===== src/rtl/mem_arbiter_if.sv =====
`default_nettype none
// ============================================================================
//  Module      : mem_arbiter_if
//  Description : Requester-side request/response handshake bundle for one
//                port of mem_arbiter.
//  Revision    : 1.0 - initial release
// ============================================================================
interface mem_arbiter_if #(
  parameter int ADDR_W = 10,
  parameter int DATA_W = 32
);
  logic              req_valid;
  logic              req_ready;
  logic              req_we;
  logic [ADDR_W-1:0] req_addr;
  logic [DATA_W-1:0] req_wdata;
  logic              rsp_valid;
  logic              rsp_ready;
  logic [DATA_W-1:0] rsp_rdata;

  modport master (
    output req_valid, req_we, req_addr, req_wdata, rsp_ready,
    input  req_ready, rsp_valid, rsp_rdata
  );

  modport slave (
    input  req_valid, req_we, req_addr, req_wdata, rsp_ready,
    output req_ready, rsp_valid, rsp_rdata
  );
endinterface
`default_nettype wire


===== src/rtl/mem_arbiter.sv =====
`default_nettype none
// ============================================================================
//  Module      : mem_arbiter
//  Description : Round-robin arbiter sharing one single-port word memory
//                between a load/store port (m0) and a fetch port (m1).
//  Revision    : 1.0 - initial release
// ============================================================================
module mem_arbiter #(
  parameter int ADDR_W = 10,
  parameter int DATA_W = 32
) (
  input  wire                clk,
  input  wire                rst,
  mem_arbiter_if.slave       m0,
  mem_arbiter_if.slave       m1,
  output logic [ADDR_W-1:0]  mem_addrs,
  output logic               mem_read,
  output logic               mem_write,
  output logic [DATA_W-1:0]  write_data,
  input  wire  [DATA_W-1:0]  read_data
);

  typedef enum logic [1:0] {
    S_IDLE   = 2'd0,
    S_ACCESS = 2'd1,
    S_RESP   = 2'd2
  } state_t;

  state_t            state_q, state_d;
  logic              last_grant_q, last_grant_d;
  logic              id_q, id_d;
  logic              we_q, we_d;
  logic [ADDR_W-1:0] addr_q, addr_d;
  logic [DATA_W-1:0] wdata_q, wdata_d;
  logic [DATA_W-1:0] rdata_q, rdata_d;
  logic              mem_read_q, mem_read_d;
  logic              mem_write_q, mem_write_d;
  logic              rsp_valid0_q, rsp_valid0_d;
  logic              rsp_valid1_q, rsp_valid1_d;

  logic              w_any;
  logic              w_gnt;
  logic              w_accept;
  logic              w_rsp_ready;

  // On a tie the port that did not win last time is granted.
  always_comb begin
    w_any = m0.req_valid | m1.req_valid;
    if (m0.req_valid && m1.req_valid) begin
      w_gnt = ~last_grant_q;
    end else begin
      w_gnt = m1.req_valid;
    end
    w_accept    = (state_q == S_IDLE) && w_any;
    w_rsp_ready = id_q ? m1.rsp_ready : m0.rsp_ready;
  end

  assign m0.req_ready = w_accept && !w_gnt;
  assign m1.req_ready = w_accept &&  w_gnt;

  always_comb begin
    state_d      = state_q;
    last_grant_d = last_grant_q;
    id_d         = id_q;
    we_d         = we_q;
    addr_d       = addr_q;
    wdata_d      = wdata_q;
    rdata_d      = rdata_q;
    mem_read_d   = 1'b0;
    mem_write_d  = 1'b0;
    rsp_valid0_d = rsp_valid0_q;
    rsp_valid1_d = rsp_valid1_q;

    unique case (state_q)
      S_IDLE: begin
        if (w_accept) begin
          id_d         = w_gnt;
          last_grant_d = w_gnt;
          we_d         = w_gnt ? m1.req_we    : m0.req_we;
          addr_d       = w_gnt ? m1.req_addr  : m0.req_addr;
          wdata_d      = w_gnt ? m1.req_wdata : m0.req_wdata;
          mem_read_d   = !we_d;
          mem_write_d  = we_d;
          state_d      = S_ACCESS;
        end
      end
      S_ACCESS: begin
        // Capture the combinational read path here so the requester sees a flop.
        rdata_d      = we_q ? '0 : read_data;
        rsp_valid0_d = !id_q;
        rsp_valid1_d = id_q;
        state_d      = S_RESP;
      end
      S_RESP: begin
        if (w_rsp_ready) begin
          rsp_valid0_d = 1'b0;
          rsp_valid1_d = 1'b0;
          state_d      = S_IDLE;
        end
      end
      default: begin
        rsp_valid0_d = 1'b0;
        rsp_valid1_d = 1'b0;
        state_d      = S_IDLE;
      end
    endcase
  end

  always_ff @(posedge clk) begin
    if (rst) begin
      state_q      <= S_IDLE;
      last_grant_q <= 1'b1;
      id_q         <= 1'b0;
      we_q         <= 1'b0;
      addr_q       <= '0;
      wdata_q      <= '0;
      rdata_q      <= '0;
      mem_read_q   <= 1'b0;
      mem_write_q  <= 1'b0;
      rsp_valid0_q <= 1'b0;
      rsp_valid1_q <= 1'b0;
    end else begin
      state_q      <= state_d;
      last_grant_q <= last_grant_d;
      id_q         <= id_d;
      we_q         <= we_d;
      addr_q       <= addr_d;
      wdata_q      <= wdata_d;
      rdata_q      <= rdata_d;
      mem_read_q   <= mem_read_d;
      mem_write_q  <= mem_write_d;
      rsp_valid0_q <= rsp_valid0_d;
      rsp_valid1_q <= rsp_valid1_d;
    end
  end

  assign m0.rsp_valid = rsp_valid0_q;
  assign m1.rsp_valid = rsp_valid1_q;
  assign m0.rsp_rdata = rsp_valid0_q ? rdata_q : '0;
  assign m1.rsp_rdata = rsp_valid1_q ? rdata_q : '0;

  assign mem_addrs  = addr_q;
  assign write_data = wdata_q;
  assign mem_read   = mem_read_q;
  assign mem_write  = mem_write_q;

endmodule
`default_nettype wire

===== src/flat_wrapper.sv =====
// flat-port wrapper written by rule: the top's interface ports become plain ports
module mem_arbiter_flat 
#(
  parameter int ADDR_W = 10,
  parameter int DATA_W = 32
)
  (clk, rst, mem_addrs, mem_read, mem_write, write_data, read_data, m0_req_valid, m0_req_we, m0_req_addr, m0_req_wdata, m0_rsp_ready, m0_req_ready, m0_rsp_valid, m0_rsp_rdata, m1_req_valid, m1_req_we, m1_req_addr, m1_req_wdata, m1_rsp_ready, m1_req_ready, m1_rsp_valid, m1_rsp_rdata);
  mem_arbiter_if #(.ADDR_W(ADDR_W), .DATA_W(DATA_W)) m0_i ();
  mem_arbiter_if #(.ADDR_W(ADDR_W), .DATA_W(DATA_W)) m1_i ();
  input  wire clk;
  input  wire rst;
  output logic [ADDR_W-1:0] mem_addrs;
  output logic mem_read;
  output logic mem_write;
  output logic [DATA_W-1:0] write_data;
  input  wire  [DATA_W-1:0] read_data;
  input wire logic [$bits(m0_i.req_valid)-1:0] m0_req_valid;
  input wire logic [$bits(m0_i.req_we)-1:0] m0_req_we;
  input wire logic [$bits(m0_i.req_addr)-1:0] m0_req_addr;
  input wire logic [$bits(m0_i.req_wdata)-1:0] m0_req_wdata;
  input wire logic [$bits(m0_i.rsp_ready)-1:0] m0_rsp_ready;
  output wire logic [$bits(m0_i.req_ready)-1:0] m0_req_ready;
  output wire logic [$bits(m0_i.rsp_valid)-1:0] m0_rsp_valid;
  output wire logic [$bits(m0_i.rsp_rdata)-1:0] m0_rsp_rdata;
  input wire logic [$bits(m1_i.req_valid)-1:0] m1_req_valid;
  input wire logic [$bits(m1_i.req_we)-1:0] m1_req_we;
  input wire logic [$bits(m1_i.req_addr)-1:0] m1_req_addr;
  input wire logic [$bits(m1_i.req_wdata)-1:0] m1_req_wdata;
  input wire logic [$bits(m1_i.rsp_ready)-1:0] m1_rsp_ready;
  output wire logic [$bits(m1_i.req_ready)-1:0] m1_req_ready;
  output wire logic [$bits(m1_i.rsp_valid)-1:0] m1_rsp_valid;
  output wire logic [$bits(m1_i.rsp_rdata)-1:0] m1_rsp_rdata;
  assign m0_i.req_valid = m0_req_valid;
  assign m0_i.req_we = m0_req_we;
  assign m0_i.req_addr = m0_req_addr;
  assign m0_i.req_wdata = m0_req_wdata;
  assign m0_i.rsp_ready = m0_rsp_ready;
  assign m0_req_ready = m0_i.req_ready;
  assign m0_rsp_valid = m0_i.rsp_valid;
  assign m0_rsp_rdata = m0_i.rsp_rdata;
  assign m1_i.req_valid = m1_req_valid;
  assign m1_i.req_we = m1_req_we;
  assign m1_i.req_addr = m1_req_addr;
  assign m1_i.req_wdata = m1_req_wdata;
  assign m1_i.rsp_ready = m1_rsp_ready;
  assign m1_req_ready = m1_i.req_ready;
  assign m1_rsp_valid = m1_i.rsp_valid;
  assign m1_rsp_rdata = m1_i.rsp_rdata;
  mem_arbiter #(.ADDR_W(ADDR_W), .DATA_W(DATA_W)) u_core (.clk(clk), .rst(rst), .m0(m0_i), .m1(m1_i), .mem_addrs(mem_addrs), .mem_read(mem_read), .mem_write(mem_write), .write_data(write_data), .read_data(read_data));
endmodule

===== config.mk =====
export PLATFORM = sky130hd
export DESIGN_NAME = mem_arbiter_flat
export DESIGN_NICKNAME = d
export VERILOG_FILES = /design/src/rtl/mem_arbiter_if.sv /design/src/rtl/mem_arbiter.sv /design/src/flat_wrapper.sv
export SDC_FILE = /design/constraint.sdc
export NUM_CORES = 1
export LEC_CHECK = 0
export ABC_AREA = 1
export ABC_CLOCK_PERIOD_IN_PS = 1300
export CAP_MARGIN = 20
export CORE_MARGIN = 4
export CORE_UTILIZATION = 38
export CTS_CLUSTER_DIAMETER = 120
export DETAILED_ROUTE_END_ITERATION = 7
export PLACE_DENSITY = 0.81
export RECOVER_POWER = 50
export SKIP_LAST_GASP = 1
export SLEW_MARGIN = 20
export SYNTH_ARGS = -nofsm -noshare
export SYNTH_HDL_FRONTEND = slang
export SYNTH_SLANG_ARGS = --single-unit

===== constraint.sdc =====
create_clock -name clk -period 1.3 [get_ports clk]
set_input_delay 0.26 -clock clk [delete_from_list [all_inputs] [get_ports clk]]
set_output_delay 0.26 -clock clk [all_outputs]
set_load 0.02 [all_outputs]

==> results.md, run 1 <==
- Hold-fix buffers at CTS: 0
- CP Max Fanout: 8
- Fin util: a little over two thirds
- Kind of critical path: reg -> out
- Netlist cell types: 17
- Drt wl/cell: roughly 15 microns
- Fmax: between 600 and 700 MHz
- Die area: roughly 12000 sq um
- Met3 wire length: 1.55 mm
- Hold WC Path Type: in -> reg
- Vias: between 4000 and 5000
- CTS H-tree lvls: 3
- Fin worst setup slack: -0.217 ns
- Tot GR Track Use: 23.2%
- Critical path's largest stage delay: about 0.35 ns
- Chip height: roughly 110 microns
- Top-count cell post-synth: nand2_1
- Vias in the first global route: between 4000 and 5000
- Avg Inst Size Synth: ~6.3 sq um
- Drt pass-1 iters: 4
- Chip width: about 110 microns
- Avg Vias per Cell: between 4 and 5
- Clock transition at path regs: 0.08 ns
- Fin crit period: about 1.5 ns
- Setup Skew: around 0.0078 ns
- DR top layer: met4
- First-pass GRT wire length: around 23 mm
- Area growth, synth to finish: 80.4%
- Initial antenna violation count: 1
- Status: finished, violations left
- Share of post-route cells with drive strength above 1: between 20% and 30%
- Yosys top cell area share: 40.9%
- Total gr overflow: 0
- CTS max path bufs: 2
- Most frequent CP cell: buf_4
- DR WL met2: 7.77 mm
- Hpwl dp: 9.67 mm
- IO buf count: around 240
- RSZ-0062 raised after global routing: yes
- WP data arrival: approximately 1.3 ns
- CTS sink cnt: 83
- Critical Path Start Type: register
- Number of synthesized flops with an enable pin: 0
- Routed WL: ~16 mm
- DRT iter0 DRCs: just under 300
- Row count: 37
- Post-route ant nets: 0
- Largest cells by area after synthesis: dfxtp_1, nand2_1, a21oi_1
- Total design power: just over 7 mW
- IO Pins: around 240
- Initial Util: 39.2%
- Slew headroom: 70.3%
- Crit-path slowest cell: dfxtp_4
- P per Cell Area: about 1000 nW/um^2
- Maxcap violations: 0
- Worst EP required: 1.04 ns
- Worst Tran Pin Value: ~0.45 ns
- Final Max Tran Viols: 0
- CTS tree: yes
- Final worst-path cycle share: 117%
- CTS Buf Count: 9
- Synth async-reset ratio: 0%
- Leakage Power: between 3 and 4 nW
- Final setup fails: approximately 110
- Hold Vio Cnt, Final: 0
- Mapped cell area: approximately 4000 sq um
- Cell count after synthesis: approximately 650
- Clk_lat worst skew: roughly 0.35 ns
- M1 WL: ~5.9 mm
- Largest area contributor in the netlist: dfxtp_1
- Post-Syn Nets: 772
- GPL Wtd Cong: around 0.80
- Layout Nets: just over 1000
- Root buffer cell: clkbuf_8
- Violated checks: setup timing
- Ys flop type: dfxtp_1
- Yosys reg bits: a little over 80
- Top cells by count, synth: nand2_1, dfxtp_1, a21oi_1
- Crit-path cells: buf_4 -> clkbuf_16 -> nand2_1 -> inv_1 -> buf_4
- Core Box Area: ~10000 sq um
- Pre-CTS setup slack: -0.641 ns
- DRC errors left: 0
- Seq/Total Area, Yosys: 40.9%
- Worst Setup End Kind: primary output
- Peak supply drop: 0.549 mV
- Largest net degree at the start of global routing: 45
- Synth warn: 0
[metrics by stage]
step | area, sq um | hold slack (ns) | cells | setup TNS, ns
after floorplan | 4070 | 0.421 | 648 | -3.34
after global placement | 6570 | 0.450 | 991 | -39.83
after detailed placement | 6570 | 0.454 | 991 | -41.46
after CTS | 7200 | 0.241 | 1028 | -11.86
after global routing | 7330 | 0.240 | 1038 | -21.02
final | 7330 | 0.259 | 1038 | -12.67
[final timing paths]
check                                          from                  end  slack [ns]  cells past startpoint
worst max register to register    u_core.state_q[0]      u_core.mem_read       -0.05                      8
worst min-delay path                            rst  u_core.last_grant_q        0.26                      3
worst min register to register  u_core.mem_addrs[5]  u_core.mem_addrs[5]        0.46                      2
worst max-delay path            u_core.m1.rsp_valid     m1_rsp_rdata[13]       -0.22                      5
[repair_timing]
| item | CTS | global route |
|---|---|---|
| hold endpoints to repair | 0 | 0 |
| buffers inserted | 14 | 6 |
| resized for setup | 517 | 98 |
| pin swaps | 2 | 3 |
| gates cloned | 8 | 5 |
| endpoints found under the setup margin | 157 | 172 |
[power by group]
part / switching [mW] / total [mW] / internal, mW
combinational: 1.14 / 2.26 / 1.12
sequential: 0.159 / 2.91 / 2.76
clock: 0.870 / 2.00 / 1.13
[layer usage]
metal,global-route usage (%),vias up
li1,-,2501
met1,26.2,2235
met2,38.8,213
met3,7.77,32
met4,11.9,0
met5,0,-
[flip-flops by register name, summed over array words and instances (netlist names)]
register	cells
u_core.rdata_q	32
u_core.write_data	32
u_core.mem_addrs	10
u_core.state_q	2
u_core.id_q	1
u_core.last_grant_q	1
u_core.m0.rsp_valid	1
u_core.m1.rsp_valid	1
u_core.mem_read	1
u_core.mem_write	1
u_core.we_q	1
[cell usage in the layout (no fill, tap or decap), types with 9 or more instances in the layout]
cell type	count
nand2_1	245
clkdlybuf4s50_1	120
dfxtp_1	78
nand3_1	77
a21oi_1	72
buf_4	56
inv_1	51
buf_6	35
inv_2	22
clkbuf_1	21
nand2_4	19
nand2_2	15
clkbuf_8	10
clkdlybuf4s15_1	10
clkbuf_2	10
buf_12	9
[cell type report]
type / count / area, sq um
diodes: 1 / 2.50
well taps: 136 / 170
clock inverters: 2 / 60.1
fillers: 861 / 3040
repair buffers: 286 / 2890
flip-flops and latches: 83 / 1670
multi-input cells: 442 / 2080
clock buffers: 13 / 149
inverters: 75 / 309
[cell families after synthesis]
group | count (synthesis) | share of synthesized area [%]
buffers and inverters | 123 | 13.1
and+or+nand+nor | 361 | 35.9
AOI/OAI and AO/OA | 81 | 10.1
DFF | 83 | 40.9
[critical path, delay by kind of cell (launching register included)]
kind	cells	cell delay, ns
and+or+nand+nor	1	0.06
buffers and inverters	4	0.50
DFF	1	0.35
(Power assumes the default switching activity.)
==> run 2, diff against run 1 <==
Settings changed: ABC_AREA 1 to not set.
==> run 2 against run 1 <==
Effect of this change: the run still ends with setup timing left; hold slack gained 0.091 ns; sequential power is essentially flat; count of clock-buffer cells in the layout shrank 3; flip-flop and latch count is the same; register-to-register slack lost 0.06 ns; first-iteration DRC count grew 0.68%; clock skew grew 0.0016 ns; die area shrank 1.5%; global-route usage grew 1.4 points; fmax grew 1.5%; clock power grew 17%; critical endpoint is now m0_rsp_rdata[30]; largest cell class unchanged; largest power group unchanged.
==> results.md, run 2 <==
- Chip height: 111 microns
- Avg Inst Size Synth: 7.99 sq um
- Area growth, synth to finish: 93.8%
- # diodes: 0
- WP data arrival: 1.23 ns
- P per Cell Area: 1030 nW/um^2
- Slew headroom: a little under three quarters
- Synth warn: 0
- Fin crit period: 1.49 ns
- Chip width: 111 microns
- Worst Tran Pin Value: 0.433 ns
- Placed cell areas: about 6500 sq um
- CTS H-tree lvls: 3
- Worst Setup End Kind: primary output
- Fin cells: about 900
- Fin worst setup slack: -0.194 ns
- Combinational share of power: about a third
- Hold Vio Cnt, Final: 0
- DR WL met2: ~9.3 mm
- Vias in the first global route: 4695
- Met3 wire length: between 1.5 and 2 mm
- Clk_lat worst skew: around 0.35 ns
- Hpwl dp: around 10 mm
- Avg Vias per Cell: roughly 5.7
- Clock transition at path regs: about 0.09 ns
- Most frequent cells in the layout: clkdlybuf4s50_1, dfxtp_1, buf_4
- RSZ-0062 raised after global routing: yes
- Critical Path Start Type: register
- Most common cell after layout, fill and taps aside: clkdlybuf4s50_1
- Maxcap violations: 0
- Switching power total: ~2.5 mW
- Largest cells by area after synthesis: dfxtp_1, and2_1, a31oi_1
- CP Max Fanout: 3
- DR top layer: met4
- Layout Nets: roughly 900
- Status: finished, violations left
- Final Max Tran Viols: 0
- Worst hold path cell count: 3
- Leakage Power: approximately 3.0 nW
- CTS tree: yes
- Cell count after synthesis: 500
- Tot GR Track Use: about 25%
- Initial antenna violation count: 0
- Layout Cell Area excl Fill: just under 8000 sq um
- IO Pins: between 200 and 250
- Setup Skew: 0.00941 ns
- Fmax: about 670 MHz
- Largest net degree at the start of global routing: 50
- Yosys reg bits: 83
- Pre-CTS setup slack: -0.727 ns
- Worst EP required: approximately 1.0 ns
- Top-count cell post-synth: dfxtp_1
- CTS Buf Count: 9
- WHS: between 0.3 and 0.4 ns
- Worst R2R Path Depth: 6
- Peak supply drop: between 0.7 and 0.8 mV
- Synth async-reset ratio: 0%
- Hold-fix buffers at CTS: 0
- Routed WL: roughly 18 mm
- Die area: 12200 sq um
- First-pass GRT wire length: ~25 mm
- GPL Wtd Cong: 0.779
- Violated checks: setup timing
- DRC errors left: 0
- Seq/Total Area, Yosys: around two fifths
- Setup TNS Final: -13.96 ns
- Seq pwr share: between 30 and 40%
- Netlist cell types: 29
- CTS max path bufs: 2
- Kind of critical path: reg -> out
- Post-Syn Nets: around 620
- Fin util: about three quarters
- Mapped cell area: 4000 sq um
- Switching Share: between 30% and 40%
- Part of the power in the clock network: just under 30%
- Ys flop type: dfxtp_1
- Final worst-path cycle share: 115%
- Yosys top cell area share: 41.6%
- Total design power: 7.98 mW
- Post-route ant nets: 0
- Reg2reg setup slack: -0.11 ns
- Initial Util: ~39%
- Drt pass-1 iters: 5
- M1 WL: 6.58 mm
- Row count: 37
- Final setup fails: 135
- Share of post-route cells with drive strength above 1: a little over a third
- Inst Count DP: about 840
- FILL cells: roughly 760
- Number of synthesized flops with an enable pin: 0
- IO buf count: about 240
- Root buffer cell: clkbuf_8
- Largest area contributor in the netlist: dfxtp_1
- Core Box Area: a little over 10000 sq um
- DRT iter0 DRCs: ~290
- Vias: about 5100
- CTS sink cnt: 83
- Total gr overflow: 0
- Drt wl/cell: 20.2 microns
- Hold WC Path Type: in -> reg
- Int Pwr: around 5.5 mW
- Top cells by count, synth: dfxtp_1, and2_1, a31oi_1, nand3_1, nand4_1
-- run 2: cell types whose count changed after synthesis, sizes merged, moves of 34 or more --
cell,change
nand2,-245
and2,+63
inv,-72
nand3b,+34
a21oi,-43
o21ai,+41
nand4,+42
a31oi,+42
nand3,-35
-- run 2: what timing repair did --
| action | CTS | global route |
|---|---|---|
| cloned | 8 | 15 |
| setup endpoints to repair | 159 | 180 |
| pin swaps | 46 | 91 |
| gates resized for setup | 446 | 216 |
| setup buffers | 6 | 15 |
-- run 2: power groups by stage --
stage	logic (mW)	registers (mW)	clock network, mW
after floorplan	0.787	3.08	0
after global placement	1.88	2.93	0
after detailed placement	1.92	2.94	0
after CTS	2.27	2.91	2.37
after global routing	2.85	2.96	2.45
final	2.71	2.94	2.33
-- run 2: layer usage --
layer  vias up  track usage [%]
met2       278             44.3
li1       2326                -
met3        38             8.44
met4         0             7.55
met5         -                0
met1      2443             27.0
-- run 2: cell families after synthesis --
group | Yosys count | share of synthesized area, %
buffers and inverters | 60 | 6.76
muxes | 2 | 0.501
and+or+nand+nor | 229 | 33.4
AOI/OAI and AO/OA | 126 | 17.8
DFF | 83 | 41.6
-- run 2: path summary, 6_finish.rpt --
check                                    startpoint                 end
worst max-delay path            u_core.m0.rsp_valid    m0_rsp_rdata[30]
worst min-delay path                            rst  u_core.rdata_q[30]
worst max register to register    u_core.state_q[0]   u_core.rdata_q[4]
worst min register to register   u_core.rdata_q[11]  u_core.rdata_q[11]
-- run 2: area by class of cell --
class	count	area [sq um]	area share, %
clock buffers	10	138	1.78
flip-flops and latches	83	1680	21.7
inverters	2	7.51	0.0970
well taps	136	170	2.20
multi-input cells	357	2420	31.3
clock inverters	6	113	1.45
repair buffers	303	3220	41.5
-- run 2: worst max-delay path, stage by stage, from the launching register on --
cell	delay, ns
dfxtp_4	0.39
buf_6	0.13
buf_12	0.11
and2_4	0.13
buf_6	0.12
==> run 3, diff against run 2 <==
Settings changed: CELL_PAD_IN_SITES_DETAIL_PLACEMENT set to 0, CELL_PAD_IN_SITES_GLOBAL_PLACEMENT set to 1, CORE_UTILIZATION 38 to 26, PLACE_DENSITY 0.81 to not set, PLACE_DENSITY_LB_ADDON set to 0.1.
==> run 3 against run 2 <==
Effect of this change: the flow still finishes with violations (setup timing); setup slack worse by 0.016 ns; hold slack improved by 0.029 ns; cell area increased by 8.4%; global-route usage decreased by 3.7 points; non-clock buffer count up 10; routed wire length up 11%; count of clock-buffer cells in the layout decreased by 1; first-iteration DRC count down 6.8%; via count decreased by 2.2%; cell count up 6.9%; fmax fell by 1.0%; clock skew is 0.0039 ns lower; critical path type unchanged.
==> results.md, run 3 (same netlist as run 2, synthesis figures left out) <==
- Status: finished, violations left
- Violated checks: setup timing
- Most common cell after layout, fill and taps aside: clkdlybuf4s50_1
- GR peak layer: met2
- CTS sink cnt: 83
- Crit. Startpoint: u_core.m1.rsp_valid
- Setup Skew: 0.00547 ns
- CP Max Fanout: 5
- Worst Setup End Kind: primary output
- Layout Nets: 890
- Final setup fails: ~100
- Clk_lat worst skew: around 0.34 ns
- Area growth, synth to finish: 110%
- Min-delay src: rst
- FILL cells: around 1400
- Core Box Area: 15100 sq um
- Vias in the first global route: ~5100
- WP data arrival: approximately 1.3 ns
- # diodes: 0
- Fin cells: about 960
- Total design power: around 8.6 mW
- RSZ-0062 raised after global routing: yes
- Tot GR Track Use: a little over a fifth
- Clock transition at path regs: ~0.070 ns
- Worst EP required: 1.04 ns
- Reg-to-Reg Start: u_core.state_q[0]
- Slew headroom: around 66%
- Setup TNS Final: -11.59 ns
- Hold WC Path Type: in -> reg
- Leakage Power: approximately 3.2 nW
- CTS max path bufs: 2
- Kind of critical path: reg -> out
- Share of post-route cells with drive strength above 1: between 30% and 40%
- DRT iter0 DRCs: ~270
- Hold Vio Cnt, Final: 0
- Most frequent cells in the layout: clkdlybuf4s50_1, dfxtp_1, buf_6
- Root buffer cell: clkbuf_16
- Vias: between 4000 and 5000
- Initial Util: 26.4%
- Largest net degree at the start of global routing: 43
- GR Util met3: under 10%
- Final Max Tran Viols: 0
- Fmax: about 660 MHz
- First-pass GRT wire length: approximately 29 mm
- Pre-CTS setup slack: -0.706 ns
- Hpwl dp: between 10 and 15 mm
- Fin util: between 50% and 60%
- Crit-path cells: buf_12 -> buf_12 -> and2_4 -> buf_6
- Initial antenna violation count: 0
- Final worst-path cycle share: 116%
- CTS H-tree lvls: 3
- GPL Wtd Cong: between 0.7 and 0.8
- IO Pins: 236
- Drt pass-1 iters: 5
- CTS tree: yes
- Peak supply drop: approximately 0.58 mV
- DRC errors left: 0
- CTS Buf Count: 9
- Drt wl/cell: around 21 microns
- Die area: 17400 sq um
- Row count: 45
- Routed WL: 20.1 mm
- Fin crit period: 1.51 ns
- Met1 usage: approximately 25%
- Fin worst setup slack: -0.210 ns
- Grt met2 use: 36.0%
- Total gr overflow: 0
- Crit-path slowest cell: dfxtp_4
- Maxcap violations: 0
- Avg Vias per Cell: a little over 5
- IO buf count: around 240
- Most frequent CP cell: buf_12
- Chip height: between 100 and 150 microns
- Inst Count DP: between 800 and 900
- Critical path's largest stage delay: 0.36 ns
- Post-route ant nets: 0
- P per Cell Area: ~1000 nW/um^2
- Reg2reg setup slack: -0.08 ns
- Worst Tran Pin Value: approximately 0.51 ns
- Critical Path Start Type: register
- Chip width: approximately 130 microns
## run 3: cell types whose count changed in the layout (fill, tap and decap cells not counted), sizes merged
cell and delta:
buf +5, clkinvlp +3, bufinv -1, clkbuf -10, clkinv -1, bufbuf +1, dlygate4sd2 +15, clkdlybuf4s15 -2
## run 3: per-stage QoR
step                area, sq um  hold slack (ns)
floorplan                  4010            0.422
global placement           6640            0.448
detailed placement         6640            0.453
CTS                        7780            0.345
global route               8390            0.408
finish                     8390            0.380
## run 3: report_power, final
group	internal (mW)	leakage [nW]	switching [mW]	total (mW)
Clock	1.68	0.147	1.10	2.77
Sequential	2.76	0.683	0.170	2.93
Combinational	1.52	2.39	1.39	2.91
Total	5.96	3.22	2.66	8.62
## run 3: area by class of cell
| type | count | area (sq um) | area share [%] |
|---|---|---|---|
| clock buffer | 9 | 225 | 2.68 |
| sequential | 83 | 1680 | 20.0 |
| timing repair buffer | 313 | 3580 | 42.7 |
| multi-input combinational | 357 | 2570 | 30.7 |
| tap | 188 | 235 | 2.80 |
| inverter | 2 | 7.51 | 0.0895 |
| clock inverter | 7 | 92.6 | 1.10 |
## run 3: worst paths after layout
kind	to	depth (start not counted)
worst max register to register	u_core.write_data[29]	5
worst max-delay path	m1_rsp_rdata[0]	4
worst min register to register	u_core.rdata_q[20]	2
worst min-delay path	u_core.id_q	2
## run 3: critical path: cells and delay by family (launching register included)
family | cells | cell delay (ns)
buffers and inverters | 3 | 0.39
and+or+nand+nor | 1 | 0.15
DFF | 1 | 0.36
## run 3: what timing repair did
action,in CTS,in global routing
endpoints found under the setup margin,159,152
gates cloned,15,16
gates resized for setup,512,210
pin swaps,47,89
hold buffers,0,0
buffers inserted,19,14
## run 3: layer usage
layer / vias up / routed length, microns
li1: 2358 / -
met3: 30 / 1180
met4: 0 / 515
met2: 206 / 10200
met5: - / 0
met1: 2380 / 8280
